File: src/rtl/servo_slew_controller.sv
// Servo slew controller: accepts clamped target positions and ramps the PWM
// duty word toward them by a bounded step, at most once per PWM frame.
module servo_slew_controller #(
    parameter int unsigned FRAME_CYCLES = 500000,
    parameter int unsigned DUTY_MIN     = 26,
    parameter int unsigned DUTY_MAX     = 128,
    parameter int unsigned DUTY_INIT    = 77
) (
    input  logic       clk25mhz,
    input  logic       reset,
    input  logic       cmd_valid,
    output logic       cmd_ready,
    input  logic [9:0] cmd_target,
    input  logic [3:0] cmd_step,
    input  logic       hold,
    output logic [9:0] duty_cycle,
    output logic       frame_tick,
    output logic       busy,
    output logic       at_target,
    output logic       cmd_clamped
);

    localparam int unsigned DUTY_W = 10;
    localparam int unsigned STEP_W = 4;
    localparam int unsigned DIFF_W = 11;
    localparam int unsigned CNT_W  = (FRAME_CYCLES > 1) ? $clog2(FRAME_CYCLES) : 1;

    localparam logic [CNT_W-1:0]  CNT_LAST = CNT_W'(FRAME_CYCLES - 1);
    localparam logic [DUTY_W-1:0] MIN_W    = DUTY_W'(DUTY_MIN);
    localparam logic [DUTY_W-1:0] MAX_W    = DUTY_W'(DUTY_MAX);
    localparam logic [DUTY_W-1:0] INIT_W   = DUTY_W'(DUTY_INIT);

    typedef enum logic [1:0] {
        IDLE = 2'd0,
        LOAD = 2'd1,
        RAMP = 2'd2
    } state_t;

    state_t              state_q, state_d;
    logic [CNT_W-1:0]    cnt_q, cnt_d;
    logic [DUTY_W-1:0]   target_q, target_d;
    logic [STEP_W-1:0]   step_q, step_d;
    logic [DUTY_W-1:0]   duty_d;
    logic [DUTY_W-1:0]   clamped_target;
    logic                out_of_range;
    logic [DIFF_W-1:0]   diff;
    logic [DUTY_W-1:0]   stepped;
    logic                accept;
    logic                clamp_d;

    // Free-running frame counter; wraps at FRAME_CYCLES-1
    always_comb begin
        cnt_d = (cnt_q == CNT_LAST) ? '0 : cnt_q + CNT_W'(1);
    end

    // Saturate incoming target into the safe servo window
    always_comb begin
        clamped_target = cmd_target;
        out_of_range   = 1'b0;
        if (cmd_target < MIN_W) begin
            clamped_target = MIN_W;
            out_of_range   = 1'b1;
        end else if (cmd_target > MAX_W) begin
            clamped_target = MAX_W;
            out_of_range   = 1'b1;
        end
    end

    // Candidate duty word for one frame of slewing toward the latched target
    always_comb begin
        if (target_q >= duty_cycle) begin
            diff = {1'b0, target_q} - {1'b0, duty_cycle};
        end else begin
            diff = {1'b0, duty_cycle} - {1'b0, target_q};
        end
        if ((step_q == '0) || (diff <= DIFF_W'(step_q))) begin
            stepped = target_q;
        end else if (target_q > duty_cycle) begin
            stepped = duty_cycle + DUTY_W'(step_q);
        end else begin
            stepped = duty_cycle - DUTY_W'(step_q);
        end
    end

    // Next-state and datapath update
    always_comb begin
        state_d  = state_q;
        duty_d   = duty_cycle;
        target_d = target_q;
        step_d   = step_q;
        clamp_d  = 1'b0;
        accept   = cmd_valid & cmd_ready;

        case (state_q)
            IDLE: begin
                if (accept) begin
                    state_d = LOAD;
                end
            end
            LOAD: begin
                state_d = (target_q == duty_cycle) ? IDLE : RAMP;
            end
            RAMP: begin
                // A step on the same edge as an accept still uses the old target
                if (frame_tick && !hold) begin
                    duty_d = stepped;
                    if (stepped == target_q) begin
                        state_d = IDLE;
                    end
                end
                if (accept) begin
                    state_d = LOAD;
                end
            end
            default: begin
                state_d = IDLE;
            end
        endcase

        if (accept) begin
            target_d = clamped_target;
            step_d   = cmd_step;
            clamp_d  = out_of_range;
        end
    end

    // State register
    always_ff @(posedge clk25mhz or negedge reset) begin
        if (!reset) begin
            state_q <= IDLE;
        end else begin
            state_q <= state_d;
        end
    end

    // Datapath and registered outputs
    always_ff @(posedge clk25mhz or negedge reset) begin
        if (!reset) begin
            cnt_q       <= '0;
            frame_tick  <= 1'b0;
            duty_cycle  <= INIT_W;
            target_q    <= INIT_W;
            step_q      <= '0;
            cmd_ready   <= 1'b1;
            busy        <= 1'b0;
            at_target   <= 1'b1;
            cmd_clamped <= 1'b0;
        end else begin
            cnt_q       <= cnt_d;
            frame_tick  <= (cnt_d == CNT_LAST);
            duty_cycle  <= duty_d;
            target_q    <= target_d;
            step_q      <= step_d;
            cmd_ready   <= (state_d != LOAD);
            busy        <= (state_d != IDLE);
            at_target   <= (duty_d == target_d);
            cmd_clamped <= clamp_d;
        end
    end

endmodule

File: config.mk
export PLATFORM = sky130hd
export DESIGN_NAME = servo_slew_controller
export DESIGN_NICKNAME = d
export VERILOG_FILES = /design/src/rtl/servo_slew_controller.sv
export SDC_FILE = /design/constraint.sdc
export NUM_CORES = 1
export LEC_CHECK = 0
export BUFFER_PORTS_ARGS = -buffer_cell sky130_fd_sc_hd__buf_4
export CAP_MARGIN = 20
export CORE_ASPECT_RATIO = 1.2
export CORE_MARGIN = 10
export CORE_UTILIZATION = 56
export DETAILED_ROUTE_END_ITERATION = 12
export PLACE_DENSITY = 0.74
export SLEW_MARGIN = 10
export SYNTH_ARGS = -nofsm -noshare
export SYNTH_HDL_FRONTEND = slang
export SYNTH_SLANG_ARGS = --single-unit
File: constraint.sdc
create_clock -name clk25mhz -period 4.5 [get_ports clk25mhz]
set_clock_uncertainty 0.1 [all_clocks]
set_input_delay 0.225 -clock clk25mhz [delete_from_list [all_inputs] [get_ports clk25mhz]]
set_output_delay 0.225 -clock clk25mhz [all_outputs]
set_load 0.005 [all_outputs]
# --- Word-level counts from Yosys, hierarchy flattened ---
# Index checks and enable logic that the tools add are counted.
totals:
  regBits: 50
  inputBits: 18
  output_inout_bits: 15
  wordCells: 53
op_classes:
  n_addsub: 5
  order_cmp: 5
  n_eq_ne: 8
  n_mux: 18
  n_bitwise: 1
  n_reduce_logical: 6
ops:
  columns: ["op", "n"]
  rows:
  - ["$mux W10", 7]
  - ["$eq A19 B19 Y1 const B", 2]
  - ["$eq A10 B10 Y1", 3]
  - ["$sub A10 B10 Y11", 2]
  - ["$add A19 B1 Y19 const B", 1]
  - ["$mux W19", 1]
  - ["$le A11 B4 Y1", 1]
  - ["$mux W11", 1]
  - ["$add A10 B4 Y10", 1]
  - ["$ge A10 B10 Y1", 1]
  - ["$gt A10 B10 Y1", 1]
  - ["$gt A10 B8 Y1 const B", 1]
  - ["$lt A10 B5 Y1 const B", 1]
  - ["$mux W2", 5]
  - ["$sub A10 B4 Y10", 1]
  - ["$pmux W2 S3", 1]
  - ["$logic_not A4 Y1", 1]
  - ["$mux W1", 3]
  - ["$eq A2 B1 Y1 const B", 1]
  - ["$eq A2 B2 Y1 const B", 1]
  - ["$logic_not A2 Y1", 1]
  - ["$ne A2 B1 Y1 const B", 1]
  - ["$reduce_bool A2 Y1", 1]
  - ["$and A1 B1 Y1", 1]
  - ["3 further kinds", 3]

# --- Logic depth before layout (Yosys ltp) ---
# Gate-level depths: netlist (run 1).
depth:
  ltp_word: 11
  ltp_mapped: 21
  ltp_nobuf: 20

# --- Worst setup path after synthesis (run 1) ---
# OpenSTA, ideal clock, no wires.
synth_timing:
  kind: "register to register"
  start: "register duty_cycle[3]"
  end: "register at_target"
  setup_ns: 0.092
  t_arrival_ns: 4.507
  required_ns: 4.308
  setup_slack_ns: -0.199
  stages_incl_launch_ff: 21
  cell_sequence: "dfstp_2 -> inv_1 -> ha_1 -> nand2_1 -> a211oi_1 -> o21ai_1 -> a21oi_1 -> nor2b_1 -> xnor2_1 -> ha_1 -> a21oi_1 -> a21oi_1 -> o31a_1 -> o21ai_0 -> a21oi_1 -> xnor2_1 -> xor2_1 -> a211o_1 -> mux2i_1 -> a31oi_1 -> nor4bb_2"
synth_between:
  elab_chain_len: 8
  word_cells_on_any_way: 14
synth_lines:
  columns: ["item", "line", "source"]
  rows:
  - ["from (decl)", "16", "output logic [9:0] duty_cycle,"]
  - ["from (signal assigned)", "151", "duty_cycle <= duty_d;"]
  - ["$sub A10 B10 Y11, or another cell as far along", "74", "diff = {1'b0, duty_cycle} - {1'b0, target_q};"]
  - ["$mux W11", "71", "if (target_q >= duty_cycle) begin"]
  - ["$le A11 B4 Y1", "76", "if ((step_q == '0) || (diff <= DIFF_W'(step_q))) begin"]
  - ["$logic_or A1 B1 Y1", "76", null]
  - ["$mux W10", "76", null]
  - ["$mux W10", "105", "if (frame_tick && !hold) begin"]
  - ["$mux W10 *", "94", "case (state_q)"]
  - ["$eq A10 B10 Y1 *", "156", "at_target <= (duty_d == target_d);"]
  - ["to (signal assigned)", "156", null]
  - ["to (decl)", "19", "output logic at_target,"]
# Mark *: on every way between the ends. The rest lies on a longest branch, timed or not.
# A chain may end at the register's enable or synchronous reset.

# --- Worst setup path after layout (run 1) ---
layout_timing:
  start: "register duty_cycle[2]"
  end: "register at_target"
# Same word-level chain as after synthesis.

==> impl_metrics.toml, run 1 <==
[detailed_routing]
routed_wl_mm = 12.6
ant_nets = 0
avgViaCountPerCell = 6.09
drt_pass1_iterations = 5
post_drt_wl_per_cell_microns = 18.9
vias = 4083
drtIter0Drc = 427
route.detailed.drc = 0

[clock_tree]
cts_buffer_depth = 2
cts_buffers = 5
clk_pin_slew_ns = 0.09
htreeDepth = 2
cts.sinks = 50
cts-root-buf = "clkbuf_8"
clkLatencyLatePin_ns = 0.31
cts_tree = "done"

[finish]
instances_no_fill = 670
drive_gt1_share_pct = 26.3
fin_util_pct = 69.5
fillers = 611
antenna-diode-count = 0
nNetsFinal = 635
syn_to_final_growth_pct = 22.3

[min_path]
hold_path.class = "in2reg"
whs_path_depth = 3

[grt]
grt_usage_pct = 21.2
antenna_found_initial = 0
grt_pass1_wl_mm = 20.0
grt_pass1_vias = 4123
gr-usage-met2_pct = 35.9
grt.overflow.total = 0
met3_usage_pct = 3.85
grt_max_degree = 51
grtUsageMet1_pct = 26.0
grt.busiest_layer = "met2"

[placed_design]
dpl_worst_slack_ns = -0.322
dp_hpwl_mm = 9.84
post-place-cells = 657
gp_congestion = 0.964
portBuffers = 32

[logic_synthesis]
syn_inst = 501
synth_xor_area_share_pct = 10.9
synthFlopType = "dfrtp_1"
yosysSeqAreaShare_pct = 29.2
synthSimpleGateAreaFrac_pct = 20.9
synthAdderAreaFrac_pct = 11.8
yosysWarnings = 0
ys_seq_elements = 50
synth_compound_area_share_pct = 17.9
synth-edff-count = 0
synthArstFlopShare_pct = 100
synth_top_family_by_area = "simple AND/OR/NAND/NOR gates"
synth_area_per_cell_sq_um = 8.64
syn_area_sq_um = 4330
syn_nets = 558
ys_types = 68
synthMuxAreaShare_pct = 3.76

[sta]
finalCritPeriodShare_pct = 99.4
finalHoldViolCount = 0
slew_viol_final = 0
rsz0062_at_grt = "true"
tightestPinTransition_ns = 0.752
setup_tns_ns = 0
setup_ws_ns = 0.0277
setup_viol = 0
fin_crit_ns = 4.47
fmax_mhz = 224
timing.slew.headroom_pct = 49.7

[power_and_ir_drop]
vdd_ir_drop_max_mv = 0.175
leakage_nw = 2.34
power.total_w = 0.00142
pwr_density_cell_nw_per_um2 = 268

[run]
maxCapViolCount = 0

[floorplanning]
die_w_microns = 100
initial_core_util_pct = 56.8
die_area_sq_um = 11700
design.core.area_sq_um = 7620
io_pins = 33
num_rows = 35
die_h_microns = 116

[critical_path]
r2r_cells = 20
cp_max_fo = 4
path_class = "reg2reg"
critPathRequiredTime_ns = 4.62
worst_setup_path_start_kind = "flip-flop"
cp-end-kind = "flip-flop"
critPathArrivalTime_ns = 4.59

[outcome]
status = "complete, no violations"
[layer usage]
layer	up-vias	wire length, microns
met2	162	6230
met5	-	0
li1	1932	-
met4	0	381
met1	1953	5240
met3	36	777
[cell usage in the layout, fill, tap and decap left out, drive strengths merged, types with 14 or more instances in the layout]
cell    n
xor2   15
dfrtp  40
o21ai  32
nand3  21
nand2  48
ha     36
buf    82
a21oi  31
inv    40
xnor2  39
nor2   31
mux2i  14
[cell usage after synthesis, types with 2 or more instances]
cell / n / area (sq um)
a211oi_1: 4 / 30.0
nand2_1: 46 / 173
nor2b_1: 3 / 18.8
dfrtp_1: 40 / 1000
dfstp_2: 10 / 263
a21o_1: 9 / 67.6
mux2i_1: 14 / 140
and3b_1: 2 / 17.5
inv_1: 39 / 146
fa_1: 3 / 60.1
mux2_2: 2 / 22.5
a31oi_1: 3 / 18.8
o211ai_1: 7 / 52.6
nand2b_1: 9 / 56.3
or3_1: 2 / 12.5
clkbuf_8: 2 / 27.5
xnor2_1: 39 / 342
buf_6: 3 / 33.8
nand3_1: 21 / 105
o32ai_1: 2 / 17.5
or2_2: 2 / 12.5
nand2_2: 2 / 12.5
xor2_1: 15 / 131
a21oi_1: 31 / 155
a21o_2: 2 / 17.5
o31ai_1: 2 / 15.0
nand4_1: 11 / 68.8
o21ai_1: 3 / 15.0
and3_1: 5 / 31.3
o21a_1: 2 / 15.0
ha_1: 36 / 450
and2_1: 3 / 18.8
nor4b_1: 2 / 17.5
o21ai_0: 29 / 145
a221o_1: 3 / 30.0
a211o_1: 2 / 17.5
nand3b_1: 5 / 37.5
nor4_1: 9 / 56.3
nor2_1: 31 / 116
o22ai_1: 5 / 31.3
nor3_1: 9 / 45.0
clkbuf_1: 6 / 22.5
[flip-flops by register name, summed over array words and instances (netlist names)]
name,flops
cmd_clamped,1
busy,1
duty_cycle,10
step_q,4
at_target,1
state_q,2
frame_tick,1
cnt_q,19
target_q,10
cmd_ready,1
[final timing paths]
path	start	endpoint	slack [ns]
setup / recovery	duty_cycle[2]	at_target	0.03
setup reg to reg	duty_cycle[2]	at_target	0.03
hold reg to reg	cnt_q[4]	cnt_q[4]	0.39
min in group asynchronous	reset	state_q[0]	0.39
hold / removal	cmd_step[0]	step_q[0]	0.02
max in group asynchronous	reset	cnt_q[18]	3.48
[worst max-delay path, cell delays in order, from the launching register on]
cell and delay (ns):
dfstp_2 0.57, inv_2 0.05, ha_4 0.29, nand3_4 0.06, or4_4 0.51, and2_4 0.18
nand2_4 0.06, buf_6 0.10, mux2i_2 0.22, xnor2_1 0.15, ha_1 0.28, o21ai_2 0.07
nand2b_1 0.09, a21oi_2 0.13, a41oi_2 0.07, nor3b_4 0.32, nand4_1 0.20, mux2i_2 0.34
o21a_1 0.18, o32ai_2 0.10, nor4bb_2 0.28
[logic make-up (layout without fill, tap and decap cells)]
group                    Yosys count  in the layout
buffers and inverters             52            129
flip-flops                        50             50
multiplexers                      16             16
adder cells (fa/ha/maj)           39             39
AND/OR/NAND/NOR                  172            172
XOR/XNOR                          54             54
AO/OA/AOI/OAI                    118            118
[through the flow]
| stage | hold WS, ns | cell area [sq um] |
|---|---|---|
| after floorplan | -0.171 | 4340 |
| after global placement | 0.176 | 4940 |
| after detailed placement | 0.187 | 4940 |
| after CTS | 0.0233 | 5150 |
| after global routing | 0.0423 | 5300 |
| final | 0.0212 | 5300 |
[where the power goes]
| part | switching (W) | internal (W) |
|---|---|---|
| Combinational | 0.000367 | 0.000302 |
| Clock | 0.000155 | 0.000108 |
| Sequential | 0.0000155 | 0.000469 |
[repair_timing]
action / in CTS / in global routing
endpoints found under the hold margin: 40 / 0
resized for setup: 17 / 24
buffers inserted: 3 / 2
pin swaps: 8 / 16
setup endpoints to repair: 6 / 8
hold buffers: 1 / 0
[final cells by class]
| type | instances | area (sq um) | share of cell area (%) |
|---|---|---|---|
| clock buffer | 5 | 68.8 | 1.30 |
| multi-input combinational | 399 | 3060 | 57.8 |
| timing repair buffer | 83 | 629 | 11.9 |
| sequential | 50 | 1260 | 23.9 |
| clock inverter | 2 | 13.8 | 0.260 |
| tap | 92 | 115 | 2.17 |
| inverter | 39 | 146 | 2.76 |
No activity file was read; power rests on OpenSTA's default activity.
==> run 2: changes to the inputs <==
Settings changed: SETUP_SLACK_MARGIN from default to 0.15.
==> impl_metrics.toml, run 2 (synthesized netlist as in run 1, its figures left out) <==
[critical_path]
cp-endpoint = "at_target"
critPathArrivalTime_ns = 4.54
cp_max_fo = 3
r2r-start = "duty_cycle[5]"
worst_setup_path_start_kind = "flip-flop"
startpoint = "duty_cycle[5]"
r2r_cells = 19
cp-end-kind = "flip-flop"
r2r_end = "at_target"
critPathRequiredTime_ns = 4.62
reg2reg_slack_ns = 0.08
path_class = "reg2reg"

[finish]
nNetsFinal = 640
largest_register_ffs = 19
drive_gt1_share_pct = 28.1
antenna-diode-count = 0
top_register = "cnt_q"
layout_commonest_cell = "buf_4"
syn_to_final_growth_pct = 24.6
largestRegisters = "cnt_q (19), duty_cycle (10), target_q (10)"
final_cell_mix = "84 x buf_4, 43 x nand2_1, 40 x dfrtp_1, 38 x xnor2_1, 35 x inv_1"

[outcome]
status = "complete, no violations"

[clock_tree]
cts-root-buf = "clkbuf_8"
clkLatencyLatePin_ns = 0.31
cts_buffers = 5
htreeDepth = 2
cts.sinks = 50
cts_buffer_depth = 2
cts_tree = "done"
clk_pin_slew_ns = 0.10

[sta]
rsz0062_at_grt = "true"
fin_crit_ns = 4.42
finalHoldViolCount = 0
slew_viol_final = 0
finalCritPeriodShare_pct = 98.1
tightestPinTransition_ns = 0.698
hold_ws_ns = 0.0141
setup_viol = 0
setup_tns_ns = 0
timing.slew.headroom_pct = 53.3
fmax_mhz = 226

[floorplanning]
design.core.area_sq_um = 7620
initial_core_util_pct = 56.8
num_rows = 35
die_h_microns = 116
die_w_microns = 100
io_pins = 33
die_area_sq_um = 11700

[placed_design]
portBuffers = 32
dp_hpwl_mm = 9.62
gp_congestion = 1.05

[grt]
grt_max_degree = 51
antenna_found_initial = 0
grt_pass1_wl_mm = 20.2
grt_usage_pct = 21.4
grt_pass1_vias = 4077
grt.overflow.total = 0

[power_and_ir_drop]
vdd_ir_drop_max_mv = 0.208
leakage_nw = 2.39
pwr_density_cell_nw_per_um2 = 276

[run]
maxCapViolCount = 0

[detailed_routing]
ant_nets = 0
vias = 4147
drtIter0Drc = 411
post_drt_wl_per_cell_microns = 19.0
route.detailed.drc = 0
drt_pass1_iterations = 5
avgViaCountPerCell = 6.13
routed_wl_mm = 12.9

[min_path]
hold_path.class = "in2reg"
worstHoldStart = "cmd_step[1]"
## run 2: timing repair
action,CTS,global route
buffers inserted,13,6
pin swaps,15,13
endpoints found under the hold margin,40,0
endpoints found under the setup margin,9,7
hold buffers,1,0
gates resized for setup,23,23
## run 2: worst min path at each step
stage | cells past startpoint | slack (ns) | to
finish | 3 | 0.01 | step_q[1]
CTS | 3 | 0.01 | step_q[1]
detailed placement | 1 | 0.19 | cmd_clamped
global route | 3 | 0.02 | step_q[1]
floorplan | 0 | -0.17 | busy
global placement | 1 | 0.18 | cmd_clamped
## run 2: layout make-up
class / count / area [sq um]
multi-input cells: 399 / 3100
fillers: 576 / 2220
flip-flops and latches: 50 / 1260
repair buffers: 88 / 674
inverters: 39 / 146
well taps: 92 / 115
clock buffers: 5 / 68.8
clock inverters: 3 / 28.8
## run 2: power by group
part           total (W)  leakage [nW]  switching, W  internal, W
registers       0.000484         0.626     0.0000155     0.000469
logic           0.000725          1.71      0.000392     0.000332
clock network   0.000279        0.0502      0.000164     0.000115
## run 2: worst max-delay path, cell delays in order (launching register included)
cell,delay (ns)
dfrtp_1,0.40
inv_1,0.12
ha_1,0.40
nand2_1,0.11
a21oi_1,0.24
o21ai_4,0.10
a21oi_4,0.16
mux2i_1,0.15
fa_1,0.48
a21o_1,0.19
a21oi_2,0.15
o211ai_1,0.16
a21o_1,0.22
a21o_1,0.20
xor2_2,0.16
buf_4,0.16
a211o_1,0.26
mux2i_1,0.13
a31oi_1,0.11
nor4bb_2,0.31
## run 2: layer usage
metal | GRT usage, % | wire, microns | vias up
li1 | - | - | 1941
met1 | 26.2 | 5270 | 1961
met2 | 37.6 | 6420 | 218
met3 | 3.25 | 898 | 27
met4 | 6.60 | 276 | 0
met5 | 0 | 0 | -
## run 2: stage by stage
step	power (W)	area (sq um)	cells	worst slack, ns	util (%)
6_report	0.00149	5400	676	0.0849	70.8
5_1_grt	0.00156	5400	676	-0.0702	70.8
4_1_cts	0.00142	5260	670	0.162	69.0
3_5_place_dp	0.00109	4930	648	-0.121	64.7
3_3_place_gp	0.00108	4930	648	0.0163	64.7
2_1_floorplan	0.000915	4400	501	0.161	-
==> run 3: changes to the inputs <==
Settings changed: CAP_MARGIN 20 to 15, HOLD_SLACK_MARGIN from default to 0.02, RECOVER_POWER from default to 100.
==> impl_metrics.toml, run 3 (synthesized netlist as in run 1, its figures left out) <==
[detailed_routing]
drt_pass1_iterations = 5
vias = 4185
post_drt_wl_per_cell_microns = 19.1
routed_wl_mm = 13.0
route.detailed.drc = 0
avgViaCountPerCell = 6.15
ant_nets = 0
drtIter0Drc = 475

[clock_tree]
clk_pin_slew_ns = 0.10
cts_buffer_depth = 2
htreeDepth = 2
cts_buffers = 5
clkLatencyLatePin_ns = 0.31
cts.sinks = 50
cts_tree = "done"
cts-root-buf = "clkbuf_8"

[sta]
slew_viol_final = 51
timing.slew.headroom_pct = -85.4
rsz0062_at_grt = "true"
finalCritPeriodShare_pct = 98.1
setup_viol = 0
fin_crit_ns = 4.42
fmax_mhz = 226
finalHoldViolCount = 0
tightestPinTransition_ns = 2.78

[finish]
drive_gt1_share_pct = 26.0
fillers = 583
nNetsFinal = 644
instances_no_fill = 680
top_register = "cnt_q"
postLayoutCellArea_sq_um = 5390
final_cell_mix = "72 x buf_4, 43 x nand2_1, 40 x dfrtp_1, 38 x xnor2_1, 35 x inv_1"
syn_to_final_growth_pct = 24.6
largest_register_ffs = 19
largestRegisters = "cnt_q (19), duty_cycle (10), target_q (10)"
antenna-diode-count = 0
layout_commonest_cell = "buf_4"

[floorplanning]
num_rows = 35
io_pins = 33
design.core.area_sq_um = 7620
die_h_microns = 116
die_w_microns = 100
die_area_sq_um = 11700
initial_core_util_pct = 56.8

[placed_design]
post-place-cells = 648
gp_congestion = 1.05
portBuffers = 32
place_area_sq_um = 4930
dp_hpwl_mm = 9.62

[power_and_ir_drop]
power_frac_comb_pct = 48.5
p_switching_w = 0.000577
power_frac_clock_pct = 19.0
seqPwrFrac_pct = 32.5
switching_share_pct = 38.6
pwr_density_cell_nw_per_um2 = 277
intPower_w = 0.000917
leakage_nw = 2.36
vdd_ir_drop_max_mv = 0.212

[critical_path]
critPathRequiredTime_ns = 4.63
cp_max_fo = 3
path_class = "reg2reg"
critPathArrivalTime_ns = 4.54
cp-end-kind = "flip-flop"
worst_setup_path_start_kind = "flip-flop"

[grt]
grt_max_degree = 51
grt_pass1_wl_mm = 20.3
antenna_found_initial = 0
grt.overflow.total = 0
grt_pass1_vias = 4089
grt_usage_pct = 21.5

[run]
maxCapViolCount = 1

[outcome]
violations = "capacitance limit, slew limit"
status = "finished, violations left"

[min_path]
hold_path.class = "in2reg"
run 3: cell count changes in the layout (fill, tap and decap cells not counted):
cell	delta
a21boi_0	+1
a21boi_1	-1
and2_0	+2
and2_1	-2
buf_4	-12
clkbuf_1	+11
clkbuf_4	+1
dlygate4sd3_1	+4
o21ai_0	+1
o21ai_1	-1
run 3: power by group through the flow:
stage	Sequential (W)	Combinational [W]	Clock (W)
final	0.000485	0.000725	0.000284
after global routing	0.000486	0.000771	0.000305
after CTS	0.000484	0.000658	0.000284
after detailed placement	0.000492	0.000599	0
after global placement	0.000491	0.000589	0
after floorplan	0.000491	0.000424	0
run 3: per-stage QoR:
step / util (%) / setup slack [ns] / total power [W] / hold WS, ns / TNS [ns]
final: 70.8 / 0.0834 / 0.00149 / 0.0841 / 0
after global routing: 70.8 / -0.0612 / 0.00156 / 0.101 / -0.0612
after CTS: 69.5 / 0.162 / 0.00143 / 0.0820 / 0
after detailed placement: 64.7 / -0.121 / 0.00109 / 0.185 / -0.348
after global placement: 64.7 / 0.0163 / 0.00108 / 0.178 / 0
after floorplan: - / 0.161 / 0.000915 / -0.171 / 0
run 3: final timing paths:
check,cells past startpoint,startpoint,slack [ns],end
min in group asynchronous,2,reset,1.24,cmd_clamped
max in group asynchronous,2,reset,1.50,duty_cycle[8]
worst max register to register,19,duty_cycle[5],0.08,at_target
worst min register to register,1,cnt_q[4],0.39,cnt_q[4]
worst min-delay path,3,cmd_target[6],0.08,target_q[6]
worst max-delay path,19,duty_cycle[5],0.08,at_target
run 3: metal layers:
metal	track usage (%)	share of wire, %	up-vias
met5	0	0	-
li1	-	-	1957
met4	6.60	2.3	0
met3	3.25	7.2	40
met2	37.9	49	209
met1	26.3	41	1979
run 3: layout make-up:
| cell class | count | area (sq um) | share of cell area (%) |
|---|---|---|---|
| clock buffers | 5 | 68.8 | 1.28 |
| repair buffers | 92 | 673 | 12.5 |
| flip-flops and latches | 50 | 1260 | 23.4 |
| well taps | 92 | 115 | 2.13 |
| multi-input cells | 399 | 3100 | 57.4 |
| clock inverters | 3 | 28.8 | 0.534 |
| inverters | 39 | 146 | 2.71 |
run 3: critical path, stage by stage (launching register included):
cell and delay (ns):
dfrtp_1 0.41, inv_1 0.12, ha_1 0.40, nand2_1 0.11
a21oi_1 0.24, o21ai_4 0.10, a21oi_4 0.16, mux2i_1 0.15
fa_1 0.47, a21o_1 0.19, a21oi_2 0.15, o211ai_1 0.16
a21o_1 0.22, a21o_1 0.20, xor2_2 0.16, buf_4 0.16
a211o_1 0.27, mux2i_1 0.13, a31oi_1 0.12, nor4bb_2 0.31
run 3: what timing repair did:
action,in CTS,in global routing
cloned,0,0
gates resized for setup,23,23
hold buffers,5,0
endpoints found under the hold margin,44,0
pin swaps,15,13
buffers inserted,13,6
endpoints found under the setup margin,9,7
